$ cat config.mk
export PLATFORM = sky130hd
export DESIGN_NAME = conv_tap_sequencer_flat
export DESIGN_NICKNAME = d
export VERILOG_FILES = /design/src/rtl/conv_tap_sequencer_pkg.sv /design/src/rtl/conv_tap_sequencer_if.sv /design/src/rtl/conv_tap_sequencer_wrap_counter.sv /design/src/rtl/conv_tap_sequencer.sv /design/src/flat_wrapper.sv
export SDC_FILE = /design/constraint.sdc
export NUM_CORES = 1
export LEC_CHECK = 0
export CORE_MARGIN = 4
export CORE_UTILIZATION = 30
export CTS_CLUSTER_SIZE = 28
export DETAILED_ROUTE_END_ITERATION = 7
export GPL_ROUTABILITY_DRIVEN = 0
export PLACE_DENSITY = 0.51
export SLEW_MARGIN = 20
export SYNTH_ARGS = -nofsm -noshare
export SYNTH_HDL_FRONTEND = slang
export SYNTH_SLANG_ARGS = --single-unit
export TNS_END_PERCENT = 50
$ cat constraint.sdc
create_clock -name clk -period 3.1 [get_ports clk]
set_clock_uncertainty 0.2 [all_clocks]
set_input_delay 0.62 -clock clk [delete_from_list [all_inputs] [get_ports clk]]
set_output_delay 0.62 -clock clk [all_outputs]
set_load 0.02 [all_outputs]
$ cat src/rtl/conv_tap_sequencer_pkg.sv
// Shared definitions for the conv pixel datapath: sequencer state set, default
// geometry, and width helpers used by the sequencer, MAC array and line buffer.
package conv_pkg;

  localparam int unsigned KSIZE_DEF   = 3;
  localparam int unsigned MAX_CH_DEF  = 16;
  localparam int unsigned MAC_LAT_DEF = 2;

  typedef enum logic [1:0] {
    IDLE  = 2'd0,
    RUN   = 2'd1,
    DRAIN = 2'd2
  } seq_state_t;

  // Width of a tap index; never narrower than one bit.
  function automatic int unsigned tap_w(input int unsigned ksize);
    return (ksize * ksize > 1) ? $clog2(ksize * ksize) : 1;
  endfunction

  // Width of a channel count (must hold MAX_CH itself).
  function automatic int unsigned ch_w(input int unsigned max_ch);
    return $clog2(max_ch) + 1;
  endfunction

endpackage

$ cat src/rtl/conv_tap_sequencer_if.sv
// Handshake/control bundle between the line-buffer feeder (master) and the
// tap sequencer (slave), including the MAC-array control outputs.
//   start/cfg_num_ch/abort/in_valid : feeder -> sequencer
//   in_ready, mac_*, out_valid, busy: sequencer -> feeder / MAC array
interface conv_tap_sequencer_if #(
  parameter int unsigned TAP_W = 4,
  parameter int unsigned CH_W  = 5
);
  logic             start;
  logic [CH_W-1:0]  cfg_num_ch;
  logic             abort;
  logic             in_valid;
  logic             in_ready;
  logic             mac_en;
  logic             mac_clr;
  logic             mac_last;
  logic [TAP_W-1:0] mac_tap;
  logic [CH_W-1:0]  mac_ch;
  logic             out_valid;
  logic             busy;

  modport master (
    output start, cfg_num_ch, abort, in_valid,
    input  in_ready, mac_en, mac_clr, mac_last, mac_tap, mac_ch, out_valid, busy
  );

  modport slave (
    input  start, cfg_num_ch, abort, in_valid,
    output in_ready, mac_en, mac_clr, mac_last, mac_tap, mac_ch, out_valid, busy
  );
endinterface

$ cat src/rtl/conv_tap_sequencer_wrap_counter.sv
// conv_wrap_counter: modulo counter with enable and synchronous clear.
//   clk, rst_n : clock, async active-low reset
//   en         : advance by one (wraps modulus-1 -> 0)
//   clr        : synchronous clear, wins over en
//   modulus    : wrap modulus (W+1 bits so 2**W is representable)
//   value      : current count
//   term_c     : combinational, value == modulus-1
module conv_wrap_counter #(
  parameter int unsigned W = 4
) (
  input  logic         clk,
  input  logic         rst_n,
  input  logic         en,
  input  logic         clr,
  input  logic [W:0]   modulus,
  output logic [W-1:0] value,
  output logic         term_c
);

  assign term_c = ({1'b0, value} == (modulus - (W+1)'(1)));

  always_ff @(posedge clk or negedge rst_n) begin
    if (!rst_n)      value <= '0;
    else if (clr)    value <= '0;
    else if (en)     value <= term_c ? '0 : value + W'(1);
  end

endmodule

$ cat src/rtl/conv_tap_sequencer.sv
// conv_tap_sequencer: steps one output pixel through the shared MAC datapath,
// tap fastest then channel, one MAC op per accepted beat, then waits out the
// MAC pipeline and pulses out_valid.
//   clk, rst_n : clock, async active-low reset
//   bus        : conv_tap_sequencer_if.slave (start/cfg/abort/in_valid in;
//                in_ready, mac_en/clr/last/tap/ch, out_valid, busy out)
//   stall_cnt  : RUN cycles without in_valid (only with CONV_SEQ_PERF_EN)
// Optional feature macro: CONV_SEQ_PERF_EN
module conv_tap_sequencer
  import conv_pkg::*;
#(
  parameter int unsigned KSIZE   = KSIZE_DEF,
  parameter int unsigned MAX_CH  = MAX_CH_DEF,
  parameter int unsigned MAC_LAT = MAC_LAT_DEF
) (
  input  logic                 clk,
  input  logic                 rst_n,
  conv_tap_sequencer_if.slave  bus
`ifdef CONV_SEQ_PERF_EN
  ,
  output logic [15:0]          stall_cnt
`endif
);

  localparam int unsigned KK    = KSIZE * KSIZE;
  localparam int unsigned TAP_W = tap_w(KSIZE);
  localparam int unsigned CH_W  = ch_w(MAX_CH);
  localparam int unsigned DRN_W = (MAC_LAT > 1) ? $clog2(MAC_LAT + 1) : 1;

  localparam logic [1:0] S_IDLE  = 2'(IDLE);
  localparam logic [1:0] S_RUN   = 2'(RUN);
  localparam logic [1:0] S_DRAIN = 2'(DRAIN);

  logic [1:0]       state_q, state_d;
  logic [CH_W-1:0]  num_ch_q, num_ch_d;
  logic [DRN_W-1:0] drn_q, drn_d;
  logic             in_ready_q, in_ready_d;
  logic             busy_q, busy_d;
  logic             mac_en_q, mac_en_d;
  logic             mac_clr_q, mac_clr_d;
  logic             mac_last_q, mac_last_d;
  logic [TAP_W-1:0] mac_tap_q, mac_tap_d;
  logic [CH_W-1:0]  mac_ch_q, mac_ch_d;
  logic             out_valid_q, out_valid_d;

  logic [TAP_W-1:0] tap_val;
  logic [CH_W-1:0]  ch_val;
  logic             tap_term_c, ch_term_c;
  logic             start_acc_c, abort_c, beat_c, final_c, cnt_clr_c;

  // Abort outranks a same-cycle beat, so a beat only counts when abort is low.
  assign start_acc_c = (state_q == S_IDLE) && bus.start;
  assign abort_c     = (state_q != S_IDLE) && bus.abort;
  assign beat_c      = (state_q == S_RUN) && in_ready_q && bus.in_valid && !bus.abort;
  assign final_c     = beat_c && tap_term_c && ch_term_c;
  assign cnt_clr_c   = start_acc_c || abort_c;

  conv_wrap_counter #(.W(TAP_W)) u_tap_cnt (
    .clk     (clk),
    .rst_n   (rst_n),
    .en      (beat_c),
    .clr     (cnt_clr_c),
    .modulus ((TAP_W+1)'(KK)),
    .value   (tap_val),
    .term_c  (tap_term_c)
  );

  conv_wrap_counter #(.W(CH_W)) u_ch_cnt (
    .clk     (clk),
    .rst_n   (rst_n),
    .en      (beat_c && tap_term_c),
    .clr     (cnt_clr_c),
    .modulus ({1'b0, num_ch_q}),
    .value   (ch_val),
    .term_c  (ch_term_c)
  );

  // Next-state and next-output logic.
  always_comb begin
    state_d     = state_q;
    num_ch_d    = num_ch_q;
    drn_d       = drn_q;
    in_ready_d  = 1'b0;
    mac_en_d    = 1'b0;
    mac_clr_d   = 1'b0;
    mac_last_d  = 1'b0;
    mac_tap_d   = mac_tap_q;
    mac_ch_d    = mac_ch_q;
    out_valid_d = 1'b0;

    case (state_q)
      S_IDLE: begin
        if (bus.start) begin
          if (bus.cfg_num_ch == '0)                num_ch_d = CH_W'(1);
          else if (bus.cfg_num_ch > CH_W'(MAX_CH)) num_ch_d = CH_W'(MAX_CH);
          else                                     num_ch_d = bus.cfg_num_ch;
          state_d    = S_RUN;
          in_ready_d = 1'b1;
        end
      end
      S_RUN: begin
        in_ready_d = 1'b1;
        if (beat_c) begin
          mac_en_d  = 1'b1;
          mac_tap_d = tap_val;
          mac_ch_d  = ch_val;
          mac_clr_d = (tap_val == '0) && (ch_val == '0);
          if (final_c) begin
            mac_last_d = 1'b1;
            in_ready_d = 1'b0;
            drn_d      = '0;
            state_d    = S_DRAIN;
          end
        end
      end
      S_DRAIN: begin
        // drn_q counts cycles since the mac_last cycle.
        if (out_valid_q) begin
          state_d = S_IDLE;
          drn_d   = '0;
        end else begin
          drn_d = drn_q + DRN_W'(1);
          if (drn_q == DRN_W'(MAC_LAT - 1)) out_valid_d = 1'b1;
        end
      end
      default: state_d = S_IDLE;
    endcase

    if (abort_c) begin
      state_d     = S_IDLE;
      drn_d       = '0;
      in_ready_d  = 1'b0;
      mac_en_d    = 1'b0;
      mac_clr_d   = 1'b0;
      mac_last_d  = 1'b0;
      mac_tap_d   = '0;
      mac_ch_d    = '0;
      out_valid_d = 1'b0;
    end

    busy_d = (state_d != S_IDLE);
  end

  // State and output registers.
  always_ff @(posedge clk or negedge rst_n) begin
    if (!rst_n) begin
      state_q     <= S_IDLE;
      num_ch_q    <= '0;
      drn_q       <= '0;
      in_ready_q  <= 1'b0;
      busy_q      <= 1'b0;
      mac_en_q    <= 1'b0;
      mac_clr_q   <= 1'b0;
      mac_last_q  <= 1'b0;
      mac_tap_q   <= '0;
      mac_ch_q    <= '0;
      out_valid_q <= 1'b0;
    end else begin
      state_q     <= state_d;
      num_ch_q    <= num_ch_d;
      drn_q       <= drn_d;
      in_ready_q  <= in_ready_d;
      busy_q      <= busy_d;
      mac_en_q    <= mac_en_d;
      mac_clr_q   <= mac_clr_d;
      mac_last_q  <= mac_last_d;
      mac_tap_q   <= mac_tap_d;
      mac_ch_q    <= mac_ch_d;
      out_valid_q <= out_valid_d;
    end
  end

  assign bus.in_ready  = in_ready_q;
  assign bus.busy      = busy_q;
  assign bus.mac_en    = mac_en_q;
  assign bus.mac_clr   = mac_clr_q;
  assign bus.mac_last  = mac_last_q;
  assign bus.mac_tap   = mac_tap_q;
  assign bus.mac_ch    = mac_ch_q;
  assign bus.out_valid = out_valid_q;

`ifdef CONV_SEQ_PERF_EN
  logic [15:0] stall_q;

  // Saturating count of RUN cycles the feeder left empty.
  always_ff @(posedge clk or negedge rst_n) begin
    if (!rst_n)                 stall_q <= '0;
    else if (start_acc_c)       stall_q <= '0;
    else if ((state_q == S_RUN) && !bus.in_valid && (stall_q != 16'hFFFF))
                                stall_q <= stall_q + 16'd1;
  end

  assign stall_cnt = stall_q;
`endif

endmodule

$ cat src/flat_wrapper.sv
// flat-port wrapper written by rule: the top's interface ports become plain ports
module conv_tap_sequencer_flat import conv_pkg::*;
#(
  parameter int unsigned KSIZE   = KSIZE_DEF,
  parameter int unsigned MAX_CH  = MAX_CH_DEF,
  parameter int unsigned MAC_LAT = MAC_LAT_DEF
)
  (clk, rst_n, bus_start, bus_cfg_num_ch, bus_abort, bus_in_valid, bus_in_ready, bus_mac_en, bus_mac_clr, bus_mac_last, bus_mac_tap, bus_mac_ch, bus_out_valid, bus_busy);
  conv_tap_sequencer_if #(.TAP_W((tap_w(KSIZE_DEF))), .CH_W((ch_w(MAX_CH_DEF)))) bus_i ();
  input  logic clk;
  input  logic rst_n;
  input wire logic [$bits(bus_i.start)-1:0] bus_start;
  input wire logic [$bits(bus_i.cfg_num_ch)-1:0] bus_cfg_num_ch;
  input wire logic [$bits(bus_i.abort)-1:0] bus_abort;
  input wire logic [$bits(bus_i.in_valid)-1:0] bus_in_valid;
  output wire logic [$bits(bus_i.in_ready)-1:0] bus_in_ready;
  output wire logic [$bits(bus_i.mac_en)-1:0] bus_mac_en;
  output wire logic [$bits(bus_i.mac_clr)-1:0] bus_mac_clr;
  output wire logic [$bits(bus_i.mac_last)-1:0] bus_mac_last;
  output wire logic [$bits(bus_i.mac_tap)-1:0] bus_mac_tap;
  output wire logic [$bits(bus_i.mac_ch)-1:0] bus_mac_ch;
  output wire logic [$bits(bus_i.out_valid)-1:0] bus_out_valid;
  output wire logic [$bits(bus_i.busy)-1:0] bus_busy;
  assign bus_i.start = bus_start;
  assign bus_i.cfg_num_ch = bus_cfg_num_ch;
  assign bus_i.abort = bus_abort;
  assign bus_i.in_valid = bus_in_valid;
  assign bus_in_ready = bus_i.in_ready;
  assign bus_mac_en = bus_i.mac_en;
  assign bus_mac_clr = bus_i.mac_clr;
  assign bus_mac_last = bus_i.mac_last;
  assign bus_mac_tap = bus_i.mac_tap;
  assign bus_mac_ch = bus_i.mac_ch;
  assign bus_out_valid = bus_i.out_valid;
  assign bus_busy = bus_i.busy;
  conv_tap_sequencer #(.KSIZE(KSIZE), .MAX_CH(MAX_CH), .MAC_LAT(MAC_LAT)) u_core (.clk(clk), .rst_n(rst_n), .bus(bus_i));
endmodule
==> impl_metrics.py, run 1 <==
metrics = {
    "setup_path": {
        "reg2regPathDepth": 7,
        "rr_endpoint": "u_core.bus.mac_tap[2]",
        "worst-path-stages": 7,
        "critPathRequiredTime_ns": 3.07,
        "crit_buf_inv": 2,
        "critPathArrivalTime_ns": 2.38,
        "worstSetupPathType": "reg2reg",
        "cpLargestDelayFamily": "compound AO/OA/AOI/OAI gates",
        "critPathLaunch": "u_core.state_q[1]",
        "critPathMaxFanout": 10,
        "crit_slowest_cell": "dfrtp_1",
        "reg2reg_from": "u_core.state_q[1]",
        "start_kind": "flip-flop",
        "critPathMaxStageDelay_ns": 0.43,
        "crit_chain": "inv_1 -> ha_1 -> nand4b_1 -> inv_2 -> a21oi_1 -> a221o_1 -> a22o_1",
        "r2r_slack_ns": 0.69,
        "crit_path_end_kind": "flip-flop",
    },
    "clocking": {
        "htreeDepth": 2,
        "clkLatencyLatePin_ns": 0.28,
        "clkTransAtPathRegs_ns": 0.07,
        "post_cts_buffers": 0,
        "cts_hold_buffers": 0,
        "cts_tree": "built",
        "cts_max_path_buffers": 2,
        "root_buffer": "clkbuf_8",
        "cts_sinks": 33,
        "cts_made_buffers": 5,
        "cts_resized": 0,
    },
    "synth": {
        "synth_top_area_share": 0.4818,
        "syn_inst": 167,
        "syn_area_sq_um": 1714,
        "yosysTopAreaCell": "dfrtp_1",
        "syn_avg_cell_area_sq_um": 10.26,
        "synth_seq_cells": 33,
        "syn-num-nets": 187,
        "synth.area.top_cells": "dfrtp_1, ha_1, a22o_1",
        "synth_cell_types": 41,
        "ys_seq_area_frac": 0.4818,
        "yosysWarnings": 0,
    },
    "routing": {
        "wire_per_inst_microns": 13.29,
        "first_pass_iters": 4,
        "antenna_left": 0,
        "drtIter0Drc": 56,
        "drt_wl_total_microns": 3576,
        "route.detailed.drc": 0,
        "vias_per_cell": 4.836,
        "route.vias.total": 1301,
    },
    "timing": {
        "worst_pin_slew_ns": 0.4556,
        "hold_violations": 0,
        "finalSetupViolations": 0,
        "clock.fmax_ghz": 0.4143,
        "post-route-period-util": 0.7787,
        "finalCriticalPeriod_ns": 2.414,
        "slew_viol_final": 0,
        "slew_headroom": 0.6935,
        "fin_setup_tns_ns": 0,
        "grt_setup_unrepaired": "no",
    },
    "floorplan": {
        "rows": 27,
        "core-area_sq_um": 5540,
        "die_h_microns": 83.59,
        "io-pin-count": 25,
        "die_area_sq_um": 6987,
        "dieWidth_microns": 83.59,
        "start_util": 0.3094,
    },
    "global_route": {
        "grt_max_degree": 34,
        "grtUsageTotal": 0.1104,
        "antenna_found_initial": 0,
        "grt_pass1_vias": 1290,
        "overflow": 0,
        "grt_pass1_wl_microns": 6244,
    },
    "place": {
        "numPortBuffers": 24,
        "dp_hpwl_microns": 2750,
        "placedCellCount": 261,
    },
    "hold_path": {
        "min_path_cells": 1,
        "holdPathEnd": "u_core.bus.mac_tap[0]",
        "min_path_type": "reg2reg",
        "min_from": "u_core.bus.mac_tap[0]",
    },
    "run_status": {
        "status": "complete, no violations",
    },
    "finish": {
        "multi_input_area_sq_um": 814.5,
        "num-fill-cells": 549,
        "regArea_sq_um": 825.8,
        "drive_gt1_frac": 0.07614,
        "final-instance-count-excl-fill": 269,
        "antenna_cells": 0,
        "fin_nets": 216,
        "area_growth_pct": 25.91,
    },
    "pwr": {
        "vdd_drop_max_v": 0.0003682,
        "power.total_mw": 1.535,
        "power_density_nw_per_um2": 711.0,
        "p_leak_nw": 0.9349,
    },
    "run": {
        "maxCapViolations": 0,
    },
}
state kept, by name, indices dropped and copies added (netlist names):
name	cells
u_core.bus.mac_en	1
u_core.u_tap_cnt.value	4
u_core.bus.out_valid	1
u_core.bus.mac_last	1
u_core.u_ch_cnt.value	5
u_core.bus.busy	1
u_core.drn_q	2
u_core.bus.mac_tap	4
u_core.state_q	2
u_core.bus.mac_ch	5
u_core.num_ch_q	5
u_core.bus.mac_clr	1
u_core.bus.in_ready	1
metrics by stage:
step	setup slack, ns	utilization	hold slack (ns)	cell area [sq um]
2_1_floorplan	0.8291	-	0.1244	1714
3_3_place_gp	0.4524	0.3686	0.2899	2042
3_5_place_dp	0.4162	0.3686	0.2951	2042
4_1_cts	0.7032	0.3896	0.3106	2158
5_1_grt	0.5330	0.3896	0.3210	2158
6_report	0.6860	0.3896	0.3017	2158
worst reg2reg max path, cell delays in order (launching register included):
cell and delay (ns):
dfrtp_1 0.43, inv_1 0.15, ha_1 0.28, nand4b_1 0.24
inv_2 0.23, a21oi_1 0.09, a221o_1 0.40, a22o_1 0.28
power by group:
group / internal, mW / switching [mW] / total, mW
clock: 0.262 / 0.150 / 0.412
combinational: 0.256 / 0.283 / 0.539
sequential: 0.505 / 0.0793 / 0.584
layout make-up:
cell class,instances,share of cell area
clock buffer,7,0.04000
clock inverter,1,0.01391
inverter,11,0.01913
multi-input combinational,117,0.3774
sequential,33,0.3826
tap,72,0.04174
timing repair buffer,28,0.1252
worst max path at each step:
stage / slack [ns] / end
after floorplan: 0.83 / u_core.state_q[0]
after global placement: 0.45 / u_core.drn_q[0]
after detailed placement: 0.42 / u_core.bus.mac_ch[3]
after CTS: 0.70 / u_core.drn_q[0]
after global routing: 0.53 / u_core.bus.mac_tap[0]
final: 0.69 / u_core.bus.mac_tap[2]
layer usage:
metal  track usage  wire [microns]  part of all wire  vias to the layer above
li1              -               -                 -                      651
met1        0.1444            1713              0.48                      616
met2        0.1721            1627              0.45                       29
met3       0.03455             193             0.054                        5
met4       0.03801              42             0.012                        0
met5             0               0                 0                        -
cell families after synthesis:
kind of cell / share of synthesized area
and+or+nand+nor: 0.2007
AOI/OAI and AO/OA: 0.1409
DFF: 0.4818
buffers and inverters: 0.04307
adders and majority gates: 0.07299
xor gates and xnor gates: 0.05402
muxes: 0.006569
synth_stat cells:
library cell and number:
a211o_1 1, a211oi_1 1, a21o_1 1, a21oi_1 6
a221o_1 1, a22o_1 9, a22oi_1 1, a31oi_1 2
and2_1 2, and3_1 2, and4b_1 1, buf_2 2
buf_6 1, clkbuf_1 3, dfrtp_1 33, ha_1 10
inv_1 10, inv_2 1, mux2_2 1, nand2_1 18
nand2b_1 4, nand3_1 8, nand3b_1 1, nand4b_1 2
nand4b_2 1, nor2_1 3, nor2b_1 4, nor3_1 9
nor3b_1 2, nor4_1 2, nor4b_1 1, o21ai_0 9
o22ai_1 1, o31ai_1 1, o32ai_1 1, o41a_1 1
or4_1 1, or4_4 1, xnor2_1 5, xnor3_1 1
xor2_1 3
placed cells by master, fill, tap and decap left out, types with 3 or more instances in the layout:
master           Yosys  routed
clkbuf_8             0       6
nor2_1               3       3
xor2_1               3       3
a21oi_1              6       6
nor3_1               9       9
nand2_1             18      18
dfrtp_1             33      33
nor2b_1              4       4
inv_1               10      10
xnor2_1              5       5
nand2b_1             4       4
nand3_1              8       8
clkdlybuf4s50_1      0      24
o21ai_0              9       9
ha_1                10      10
a22o_1               9       9
buf_4                0       4
Note: power is estimated with default switching activity, not from simulation.
==> inputs of run 2 (changes only) <==
- clock period: 3.1 -> 2.5 ns (I/O delays scaled with it)
==> run 2 against run 1 <==
Net effect:
- critical path depth fell by 1
- global-route usage grew 0.26 points
- design area is the same
- wire length up 4.6%
- sequential power grew 22%
- clock power shrank 3%
- core utilization did not move
- worst setup slack got worse by 0.55 ns
- combinational power is 28% higher
- non-clock buffer count is 4 higher
- final cell count grew 1.5%
- register-to-register slack lost 0.55 ns
- critical path type unchanged
- largest power group unchanged
==> impl_metrics.py, run 2 (synthesized netlist as in run 1, its figures left out) <==
metrics = {
    "run_status": {
        "status": "complete, no violations",
    },
    "timing": {
        "finalCriticalPeriod_ns": 2.365,
        "post-route-period-util": 0.9461,
        "finalSetupViolations": 0,
        "worst_pin_slew_ns": 0.4575,
        "fin_setup_tns_ns": 0,
        "grt_setup_unrepaired": "no",
        "slew_viol_final": 0,
        "clock.fmax_ghz": 0.4228,
        "slew_headroom": 0.6922,
        "hold_violations": 0,
    },
    "run": {
        "maxCapViolations": 0,
    },
    "place": {
        "dp_hpwl_microns": 2797,
        "place_area_sq_um": 2072,
        "numPortBuffers": 24,
    },
    "setup_path": {
        "reg2reg_from": "u_core.num_ch_q[0]",
        "critPathArrivalTime_ns": 2.33,
        "critPathRequiredTime_ns": 2.46,
        "reg2regPathDepth": 6,
        "rr_endpoint": "u_core.state_q[0]",
        "r2r_slack_ns": 0.13,
        "worstSetupPathType": "reg2reg",
        "critPathMaxFanout": 9,
        "start_kind": "flip-flop",
        "crit_path_end_kind": "flip-flop",
    },
    "global_route": {
        "grtUsageTotal": 0.1130,
        "grt_pass1_vias": 1338,
        "grt_pass1_wl_microns": 6472,
        "antenna_found_initial": 0,
        "overflow": 0,
        "grt_max_degree": 34,
    },
    "hold_path": {
        "min_path_type": "reg2reg",
        "min_from": "u_core.bus.mac_tap[2]",
        "min_path_cells": 1,
        "holdPathEnd": "u_core.bus.mac_tap[2]",
    },
    "clocking": {
        "clkLatencyLatePin_ns": 0.29,
        "cts_max_path_buffers": 2,
        "root_buffer": "clkbuf_8",
        "cts_tree": "built",
        "cts_resized": 0,
        "cts_made_buffers": 5,
        "clkTransAtPathRegs_ns": 0.07,
        "htreeDepth": 2,
        "post_cts_buffers": 0,
        "cts_sinks": 33,
        "cts_hold_buffers": 0,
    },
    "routing": {
        "drt_wl_total_microns": 3741,
        "antenna_left": 0,
        "route.detailed.drc": 0,
        "first_pass_iters": 4,
        "wire_per_inst_microns": 13.70,
        "drtIter0Drc": 89,
        "route.vias.total": 1332,
        "vias_per_cell": 4.879,
    },
    "floorplan": {
        "core-area_sq_um": 5540,
        "die_h_microns": 83.59,
        "rows": 27,
        "io-pin-count": 25,
        "die_area_sq_um": 6987,
        "dieWidth_microns": 83.59,
        "start_util": 0.3094,
    },
    "pwr": {
        "seq_power_share": 0.395,
        "power.total_mw": 1.798,
        "power.internal_mw": 1.150,
        "swShare": 0.3605,
        "p_sw_mw": 0.6482,
        "p_leak_nw": 0.9399,
        "clockPowerShare": 0.222,
        "power_density_nw_per_um2": 833.1,
        "vdd_drop_max_v": 0.0003118,
        "combinationalPowerShare": 0.383,
    },
    "finish": {
        "fin_area_sq_um": 2158,
        "antenna_cells": 0,
        "final_common_cell": "dfrtp_1",
        "area_growth_pct": 25.91,
        "mostFrequentLayoutCells": "dfrtp_1, clkdlybuf4s50_1, nand2_1, inv_1, ha_1",
        "drive_gt1_frac": 0.09950,
        "fin_nets": 220,
    },
}
-- run 2: changes by cell type in the layout (fill, tap and decap cells not counted), sizes merged --
| cell | before | now |
|---|---|---|
| buf | 4 | 8 |
| bufinv | 1 | 0 |
| clkbuf | 7 | 5 |
| clkinv | 0 | 2 |
| clkinvlp | 0 | 1 |
-- run 2: per-layer routing --
layer / vias up / share of wire / GRT usage / wire [microns]
met1: 638 / 0.48 / 0.1529 / 1804
met5: - / 0 / 0 / 0
met2: 27 / 0.46 / 0.1728 / 1722
met3: 5 / 0.041 / 0.02567 / 154
met4: 0 / 0.016 / 0.04825 / 61
li1: 662 / - / - / -
-- run 2: stage by stage --
| step | hold WS, ns | setup WS, ns | util | cells |
|---|---|---|---|---|
| global route | 0.3168 | 0.01420 | 0.3896 | 273 |
| detailed placement | 0.2980 | 0.1265 | 0.3740 | 265 |
| finish | 0.3071 | 0.1347 | 0.3896 | 273 |
| global placement | 0.2864 | 0.1477 | 0.3740 | 265 |
| floorplan | 0.004409 | 0.2291 | - | 167 |
| CTS | 0.3153 | 0.1129 | 0.3896 | 273 |
-- run 2: worst max path at each step --
stage | startpoint | end | slack [ns] | depth (start not counted)
floorplan | u_core.num_ch_q[0] | u_core.state_q[0] | 0.23 | 7
global placement | bus_abort | u_core.bus.mac_ch[3] | 0.15 | 5
detailed placement | u_core.num_ch_q[0] | u_core.state_q[0] | 0.13 | 6
CTS | u_core.num_ch_q[0] | u_core.state_q[0] | 0.11 | 6
global route | u_core.num_ch_q[0] | u_core.state_q[0] | 0.01 | 6
finish | u_core.num_ch_q[0] | u_core.state_q[0] | 0.13 | 6
-- run 2: final cells by class --
class,instances,area [sq um]
Clock buffer,5,68.82
Clock inverter,3,17.52
Fill cell,547,3382
Inverter,11,41.29
Multi-Input combinational cell,117,814.5
Sequential cell,33,825.8
Tap cell,72,90.09
Timing Repair Buffer,32,300.3
-- run 2: power groups by stage --
| stage | registers (mW) | clock network (mW) | logic [mW] |
|---|---|---|---|
| floorplan | 0.739 | 0 | 0.458 |
| global placement | 0.720 | 0 | 0.678 |
| detailed placement | 0.723 | 0 | 0.692 |
| CTS | 0.713 | 0.415 | 0.696 |
| global route | 0.723 | 0.433 | 0.762 |
| finish | 0.710 | 0.400 | 0.689 |
-- run 2: critical path: stages (launching register included) --
cell and delay [ns]:
dfrtp_1 0.41, inv_1 0.06, ha_1 0.20, xnor3_1 0.36, nand3_1 0.11, or4_4 0.50, o41a_1 0.40
==> inputs of run 3 (changes only) <==
- ABC_AREA: not set -> 1
==> run 3 against run 2 <==
Net effect:
- flip-flop and latch count is the same
- total power grew 20%
- combinational power grew 29%
- via count grew 4.4%
- die area grew 0.59%
- final cell count grew 14%
- register-to-register slack gained 0.31 ns
- critical path depth is the same
- sequential share of layout area shrank 0.50 points
- maximum frequency grew 15%
- hold slack lost 0.026 ns
- largest power group is now combinational logic
- highest routed layer unchanged
==> impl_metrics.py, run 3 <==
metrics = {
    "synth": {
        "synth_most_common_cell": "nand2_1",
        "synthArstFlopShare": 1.000,
        "ys_seq_area_frac": 0.4786,
        "synth_xor_area_frac": 0.02030,
        "syn-num-nets": 225,
        "synth_top_area_share": 0.4786,
        "syn_area_sq_um": 1725,
        "yosysTopAreaCell": "dfrtp_1",
        "synth_compound_area_frac": 0.1008,
        "synth_simple_gate_area_frac": 0.2255,
        "synth_top_family_by_area": "simple AND/OR/NAND/NOR gates",
        "synth_seq_cells": 33,
        "syn_avg_cell_area_sq_um": 8.417,
        "muxShareOfSynthArea": 0,
        "syn_inst": 205,
        "synth_common_cells": "nand2_1, inv_1, dfrtp_1, nand3_1, o22ai_1",
        "synth-edff-count": 0,
        "synth.area.top_cells": "dfrtp_1, nand2_1, inv_1",
        "yosys.area_share.adder": 0.07252,
        "yosysWarnings": 0,
        "synth_flop_cell": "dfrtp_1",
        "synth_cell_types": 23,
    },
    "place": {
        "place_area_sq_um": 2071,
        "dp_hpwl_microns": 2716,
        "placedCellCount": 303,
        "numPortBuffers": 24,
    },
    "global_route": {
        "grt_pass1_wl_microns": 6223,
        "grt_max_degree": 34,
        "overflow": 0,
        "antenna_found_initial": 0,
        "grt_pass1_vias": 1345,
        "grtUsageTotal": 0.1083,
    },
    "clocking": {
        "clkTransAtPathRegs_ns": 0.07,
        "cts_made_buffers": 5,
        "cts_max_path_buffers": 2,
        "cts_tree": "built",
        "post_cts_buffers": 0,
        "cts_hold_buffers": 0,
        "cts_sinks": 33,
        "cts_resized": 0,
        "root_buffer": "clkbuf_8",
        "htreeDepth": 2,
        "clkLatencyLatePin_ns": 0.28,
    },
    "timing": {
        "clock.fmax_ghz": 0.4871,
        "grt_setup_unrepaired": "no",
        "finalSetupViolations": 0,
        "slew_headroom": 0.7138,
        "post-route-period-util": 0.8212,
        "worst_pin_slew_ns": 0.4268,
        "fin_setup_tns_ns": 0,
        "slew_viol_final": 0,
        "hold_violations": 0,
        "finalCriticalPeriod_ns": 2.053,
    },
    "finish": {
        "final_common_cell": "nand2_1",
        "drive_gt1_frac": 0.1213,
        "fin_nets": 258,
        "final-instance-count-excl-fill": 311,
        "area_growth_pct": 26.76,
        "mostFrequentLayoutCells": "nand2_1, inv_1, dfrtp_1, clkdlybuf4s50_1, nand3_1",
        "antenna_cells": 0,
        "final_core_util": 0.3948,
        "fin_area_sq_um": 2187,
    },
    "setup_path": {
        "cpLargestDelayFamily": "compound AO/OA/AOI/OAI gates",
        "crit_buf_inv": 2,
        "critPathMaxFanout": 9,
        "crit_path_end_kind": "flip-flop",
        "start_kind": "flip-flop",
        "critPathLaunch": "u_core.state_q[1]",
        "critPathArrivalTime_ns": 1.99,
        "critPathRequiredTime_ns": 2.44,
        "critPathMaxStageDelay_ns": 0.44,
        "reg2reg_from": "u_core.state_q[1]",
        "crit_slowest_cell": "dfrtp_1",
        "crit_chain": "inv_1 -> ha_1 -> nor2_2 -> inv_2 -> a21boi_2 -> o22ai_1",
        "worstSetupPathType": "reg2reg",
    },
    "floorplan": {
        "die_area_sq_um": 7028,
        "core-area_sq_um": 5540,
        "die_h_microns": 83.84,
        "rows": 27,
        "dieWidth_microns": 83.84,
        "start_util": 0.3114,
        "io-pin-count": 25,
    },
    "hold_path": {
        "min_from": "u_core.drn_q[1]",
        "min_path_type": "reg2reg",
    },
    "pwr": {
        "vdd_drop_max_v": 0.0004713,
        "p_leak_nw": 1.062,
        "power_density_nw_per_um2": 986.6,
        "power.total_mw": 2.158,
    },
    "routing": {
        "route.detailed.drc": 0,
        "drt_wl_total_microns": 3531,
        "routed.top_layer": "met4",
        "drtIter0Drc": 45,
        "wl_met2_microns": 1496,
        "first_pass_iters": 4,
        "antenna_left": 0,
        "route.vias.total": 1391,
        "vias_per_cell": 4.473,
        "wire_per_inst_microns": 11.35,
        "wl_met1_microns": 1865,
        "wl_met3_microns": 148,
    },
    "run_status": {
        "status": "complete, no violations",
    },
    "run": {
        "maxCapViolations": 0,
    },
}
run 3: changes by cell type after synthesis, moves of 4 or more:
cell	previous run	this run
a22o_1	9	0
nand2_1	18	38
nand3_1	8	18
nor2_1	3	10
nor3_1	9	4
xnor2_1	5	1
nor2b_1	4	0
nand2b_1	4	0
inv_1	10	36
inv_2	1	11
o22ai_1	1	17
o21ai_0	9	5
run 3: worst paths after layout:
check,end,slack (ns),depth (start not counted)
worst max register to register,u_core.bus.mac_ch[2],0.45,6
min in group asynchronous,u_core.bus.mac_ch[2],0.43,2
worst max-delay path,u_core.bus.mac_ch[2],0.45,6
worst min register to register,u_core.drn_q[1],0.28,2
worst min-delay path,u_core.drn_q[1],0.28,2
max in group asynchronous,u_core.drn_q[0],1.37,2
run 3: layer usage:
layer,track usage,vias to the layer above
li1,-,727
met3,0.03455,2
met5,0,-
met1,0.1512,639
met4,0.02193,0
met2,0.1649,23
run 3: cell type report:
class | instances | area (sq um)
Inverter | 47 | 176.4
Clock buffer | 7 | 86.33
Clock inverter | 1 | 30.03
Fill cell | 588 | 3353
Tap cell | 72 | 90.09
Sequential cell | 33 | 825.8
Multi-Input combinational cell | 125 | 723.2
Timing Repair Buffer | 26 | 255.2
run 3: kinds of logic after synthesis:
group	Yosys count
compound gates	29
simple gates	82
buf+inv	47
xor+xnor	4
flops	33
fa+ha+maj	10
run 3: report_power, final:
part,internal [mW],leakage [nW],switching (mW)
Clock,0.325,0.0585,0.195
Sequential,0.655,0.444,0.0962
Combinational,0.356,0.559,0.531
Total,1.34,1.06,0.822
run 3: worst min-delay path, stage by stage, from the launching register on:
cell and delay, ns:
dfrtp_1 0.34, nand2_1 0.05, nand2_1 0.05
run 3: through the flow:
stage	hold WS [ns]	worst slack, ns
floorplan	0.004409	0.7267
detailed placement	0.2658	0.2040
global placement	0.2586	0.2394
finish	0.2811	0.4470
CTS	0.2810	0.4583
global route	0.3222	0.2657
